`config.mk`:
```
export PLATFORM = sky130hd
export DESIGN_NAME = seq_multiplier
export DESIGN_NICKNAME = d
export VERILOG_FILES = /design/src/rtl/mult_pkg.sv /design/src/rtl/adder.sv /design/src/rtl/seq_multiplier.sv
export SDC_FILE = /design/constraint.sdc
export NUM_CORES = 1
export LEC_CHECK = 0
export BUFFER_PORTS_ARGS = -buffer_cell sky130_fd_sc_hd__buf_2
export CORE_UTILIZATION = 45
export CTS_BUF_LIST = sky130_fd_sc_hd__clkbuf_4
export DETAILED_ROUTE_END_ITERATION = 16
export PLACE_DENSITY_LB_ADDON = 0.05
export SLEW_MARGIN = 10
export SYNTH_ARGS = -nofsm -noshare
export SYNTH_HDL_FRONTEND = slang
export SYNTH_HIERARCHICAL = 1
export SYNTH_SLANG_ARGS = --single-unit
```
`constraint.sdc`:
```
create_clock -name clk -period 4.4 [get_ports clk]
set_input_delay 0.22 -clock clk [delete_from_list [all_inputs] [get_ports clk]]
set_output_delay 0.22 -clock clk [all_outputs]
set_load 0.1 [all_outputs]
```
`src/rtl/mult_pkg.sv`:
```
// Shared types and helpers for the iterative shift-and-add multiplier.
// NEG is only reachable when MULT_SIGNED_EN is defined.
package mult_pkg;

    typedef enum logic [1:0] {
        IDLE = 2'd0,
        RUN  = 2'd1,
        NEG  = 2'd2,
        DONE = 2'd3
    } mult_state_t;

    // Counter has to hold the value WIDTH itself, hence the extra bit.
    function automatic int cnt_width(input int width);
        return $clog2(width) + 1;
    endfunction

endpackage

```
`src/rtl/adder.sv`:
```
// WIDTH-bit ripple adder with carry in/out used by the multiplier accumulate step.
module adder #(
    parameter int WIDTH = 32
) (
    input  logic [WIDTH-1:0] a,
    input  logic [WIDTH-1:0] b,
    input  logic             cin,
    output logic [WIDTH-1:0] sum,
    output logic             cout
);

    assign {cout, sum} = (WIDTH+1)'(a) + (WIDTH+1)'(b) + (WIDTH+1)'(cin);

endmodule

```
`src/rtl/seq_multiplier.sv`:
```
// Iterative WIDTH x WIDTH shift-and-add multiplier, one partial product per cycle.
// Define MULT_SIGNED_EN to add the is_signed port and the NEG sign-fixup state.
module seq_multiplier
    import mult_pkg::*;
#(
    parameter int WIDTH = 32
) (
    input  logic             clk,
    input  logic             rst,
    input  logic             start,
    input  logic [WIDTH-1:0] mcand,
    input  logic [WIDTH-1:0] mplier,
`ifdef MULT_SIGNED_EN
    input  logic             is_signed,
`endif
    output logic             busy,
    output logic             done,
    output logic [WIDTH-1:0] hi,
    output logic [WIDTH-1:0] lo
);

    localparam int CNT_W = cnt_width(WIDTH);

    mult_state_t      state_q, state_d;
    logic [CNT_W-1:0] cnt_q, cnt_d;
    logic [WIDTH-1:0] mcand_q, mcand_d;
    logic [WIDTH-1:0] hi_q, hi_d;
    logic [WIDTH-1:0] lo_q, lo_d;

    logic [WIDTH-1:0] add_b;
    logic [WIDTH-1:0] add_sum;
    logic             add_cout;
    logic [WIDTH-1:0] mcand_in;
    logic [WIDTH-1:0] mplier_in;

    assign add_b = lo_q[0] ? mcand_q : '0;

    adder #(.WIDTH(WIDTH)) u_adder (
        .a    (hi_q),
        .b    (add_b),
        .cin  (1'b0),
        .sum  (add_sum),
        .cout (add_cout)
    );

`ifdef MULT_SIGNED_EN
    logic                 neg_q, neg_d;
    logic [2*WIDTH-1:0]   prod_neg;

    // Signed operands are reduced to magnitudes; the sign is reapplied in NEG.
    assign mcand_in  = (is_signed && mcand[WIDTH-1])  ? WIDTH'(0) - mcand  : mcand;
    assign mplier_in = (is_signed && mplier[WIDTH-1]) ? WIDTH'(0) - mplier : mplier;
    assign prod_neg  = (2*WIDTH)'(0) - {hi_q, lo_q};
`else
    assign mcand_in  = mcand;
    assign mplier_in = mplier;
`endif

    always_comb begin
        state_d = state_q;
        cnt_d   = cnt_q;
        mcand_d = mcand_q;
        hi_d    = hi_q;
        lo_d    = lo_q;
`ifdef MULT_SIGNED_EN
        neg_d   = neg_q;
`endif
        case (state_q)
            IDLE, DONE: begin
                if (start) begin
                    state_d = RUN;
                    mcand_d = mcand_in;
                    hi_d    = '0;
                    lo_d    = mplier_in;
                    cnt_d   = CNT_W'(WIDTH);
`ifdef MULT_SIGNED_EN
                    neg_d   = is_signed && (mcand[WIDTH-1] ^ mplier[WIDTH-1]);
`endif
                end else begin
                    state_d = IDLE;
                end
            end
            RUN: begin
                // Carry out lands in the top bit; the consumed multiplier bit shifts out.
                {hi_d, lo_d} = {add_cout, add_sum, lo_q[WIDTH-1:1]};
                cnt_d        = cnt_q - CNT_W'(1);
                if (cnt_q == CNT_W'(1)) begin
`ifdef MULT_SIGNED_EN
                    state_d = NEG;
`else
                    state_d = DONE;
`endif
                end
            end
            NEG: begin
`ifdef MULT_SIGNED_EN
                if (neg_q) begin
                    {hi_d, lo_d} = prod_neg;
                end
                state_d = DONE;
`else
                state_d = IDLE;
`endif
            end
            default: state_d = IDLE;
        endcase
    end

    always_ff @(posedge clk) begin
        if (rst) begin
            state_q <= IDLE;
            cnt_q   <= '0;
            mcand_q <= '0;
            hi_q    <= '0;
            lo_q    <= '0;
`ifdef MULT_SIGNED_EN
            neg_q   <= 1'b0;
`endif
        end else begin
            state_q <= state_d;
            cnt_q   <= cnt_d;
            mcand_q <= mcand_d;
            hi_q    <= hi_d;
            lo_q    <= lo_d;
`ifdef MULT_SIGNED_EN
            neg_q   <= neg_d;
`endif
        end
    end

    assign busy = (state_q == RUN) || (state_q == NEG);
    assign done = (state_q == DONE);
    assign hi   = hi_q;
    assign lo   = lo_q;

endmodule

```
==> impl_metrics.ini <==
[layout]
syn2layout_area_growth_pct = 18.71
post-route-util_pct = 54.87
nNetsFinal = 988
layout-drive-gt1-share_pct = 20.70
fill_cells = 1312

[job]
drv_cap = 0

[synthesis]
synthMostInstantiatedCell = nand2_1
syn_inst = 756
synth_commonest_cells = 115 x nand2_1, 106 x a21oi_1, 104 x dfxtp_1
synth_seq_cells = 104
netlist_area_um2 = 6146
ys_seq_area_share_pct = 33.88
yosys.area.top_type_share_pct = 33.88
yosys.area.top_type = dfxtp_1
synth_area_leaders = dfxtp_1 34%, a21oi_1 8.6%, ha_1 7.1%
async_reset_ff_share_pct = 0
synth_edf_count = 0
synth_cell_types = 58
syn-num-nets = 860
synth.avg_cell_area_um2 = 8.129
synth_ff_type = dfxtp_1
yosys_warnings = 6

[cts]
clock_latency_ns = 0.48
cts_root_buf = clkbuf_4
clk_pin_slew_ns = 0.15
clkSinkCount = 104
cts_setup_buffers = 0
cts_buffer_depth = 2
cts_max_level = 3
cts_tree = yes
cts_made_buffers = 9

[global_route]
grt_pass1_vias = 5580
grt_overflow = 0
grt_max_degree = 72
grt_usage_pct = 22.72
grt_antenna_before_repair = 1
grt_pass1_wl_um = 26450

[setup_path]
critPathLaunchType = flip-flop
critPathCaptureType = flip-flop
crit_arrival_ns = 4.08
required_ns = 4.81
cp_max_fo = 4
critPathKind = reg2reg

[sta]
finalCriticalPeriod_ns = 3.674
setup_tns_ns = 0
hold_violations = 0
fin_worst_skew_ns = 0.01931
worst_pin_slew_ns = 0.9733
slew_viol_final = 0
grt_setup_unrepaired = no
finalCritPeriodShare_pct = 83.50
setup_viol = 0
fmax_ghz = 0.2722
slew-limit-headroom_pct = 35.12

[placed_design]
routabilityCongestion = 0.8772
place.port_buffers = 132
post-dp-hpwl_um = 10780

[power]
power_density_nw_per_um2 = 299.6
ir_drop_uv = 222.0
power.static_leakage_nw = 3.275

[die]
core_um2 = 13300
fp-row-count = 42
dieArea_um2 = 14130
start_util_pct = 46.23
io_pins = 133
die_h_um = 118.9
die_w_um = 118.9

[drt]
drc_errors = 0
routedWlPerCell_um = 14.55
wirelength_um = 15510
num_vias = 5659
first_pass_iters = 4
ant_nets = 0
drtIter0Drc = 278
vias_per_cell = 5.309

[run_status]
status = completed

[hold_path]
hp-class = in2reg
area by class of cell:
cell class | count | area, µm² | share of cell area, %
clock buffer | 10 | 75.07 | 1.029
antenna | 1 | 2.502 | 0.03430
sequential | 104 | 2082 | 28.54
inverter | 13 | 48.80 | 0.6688
timing repair buffer | 172 | 1044 | 14.30
clock inverter | 6 | 26.28 | 0.3601
multi-input combinational | 584 | 3797 | 52.05
tap | 176 | 220.2 | 3.018
placed cells by master (no fill, tap or decap), drive strengths merged, types with 3 or more instances in the layout:
cell / Yosys / final
buf: 21 / 140
nand2: 116 / 116
a21oi: 106 / 106
dfxtp: 104 / 104
nor2: 46 / 46
nand3: 40 / 40
ha: 35 / 35
a211oi: 35 / 35
mux2i: 34 / 34
and2: 33 / 33
dlygate4sd3: 0 / 32
a21o: 18 / 18
xor2: 15 / 15
xnor2: 15 / 15
inv: 13 / 13
o21ai: 13 / 13
clkbuf: 34 / 10
o21bai: 6 / 6
o211ai: 6 / 6
o31ai: 5 / 5
a31oi: 5 / 5
clkinv: 0 / 5
nand4: 5 / 5
or3: 4 / 4
nor2b: 3 / 3
or4: 3 / 3
nand2b: 3 / 3
and3: 3 / 3
a311oi: 3 / 3
nor3: 3 / 3
o21a: 3 / 3
power by group:
part,internal (mW),switching (mW)
combinational,0.191,0.519
clock,0.114,0.313
sequential,1.01,0.0428
total,1.31,0.875
per-stage QoR:
step / hold WS, ns / total power, mW / cell area, µm² / worst slack, ns / std cells
final: 0.06497 / 2.186 / 7296 / 0.7261 / 1066
after global routing: 0.06676 / 2.295 / 7296 / 0.5748 / 1066
after CTS: 0.04427 / 2.207 / 7293 / 0.7917 / 1065
after detailed placement: 0.4432 / 1.760 / 6872 / 0.8201 / 1017
after global placement: 0.4427 / 1.750 / 6872 / 0.8732 / 1017
after floorplan: 0.3560 / 1.624 / 6146 / 0.6983 / 756
sequential cells by signal, summed over array words and instances (netlist names):
register	flops
cnt_q	6
hi	32
lo	32
mcand_q	32
state_q	2
logic make-up after synthesis:
group / after synthesis / share of synthesized area, %
simple gates: 269 / 20.58
compound gates: 211 / 22.72
flops: 104 / 33.88
buf+inv: 68 / 4.805
fa+ha+maj: 37 / 7.777
mux: 36 / 5.904
xor+xnor: 30 / 4.275
other cells: 1 / 0.06102
worst max-delay path, cell delays in order, from the launching register on:
cell and delay [ns]:
dfxtp_1 0.34, and2_1 0.16, fa_1 0.44, fa_1 0.43, a21o_1 0.21, a221oi_1 0.60
o21a_1 0.26, a21oi_1 0.17, a21oi_1 0.39, o221ai_1 0.19, xor2_1 0.16, nand3_1 0.08
a21oi_1 0.17
routing by layer:
metal	track usage, %	vias up	share of wire, %
met5	0	-	0
met4	7.674	0	1.4
met3	3.305	14	3.3
met2	37.98	106	47
met1	29.90	2625	49
li1	-	2914	-
timing repair:
item                                   in CTS  in global routing
hold buffers                               32                  0
gates resized for setup                     0                  0
endpoints found under the hold margin      32                  0
path summary, 6_finish.rpt:
path / from / end / slack (ns) / cells after the start
max reg2reg: mcand_q[0]$_SDFFE_PP0P_ / hi[29]$_SDFFE_PP0P_ / 0.73 / 12
min: mplier[10] / lo[10]$_SDFFE_PP0P_ / 0.06 / 3
max: mcand_q[0]$_SDFFE_PP0P_ / hi[29]$_SDFFE_PP0P_ / 0.73 / 12
min reg2reg: mcand_q[31]$_SDFFE_PP0P_ / mcand_q[31]$_SDFFE_PP0P_ / 0.46 / 2
No activity file was read; power rests on OpenSTA's default activity.
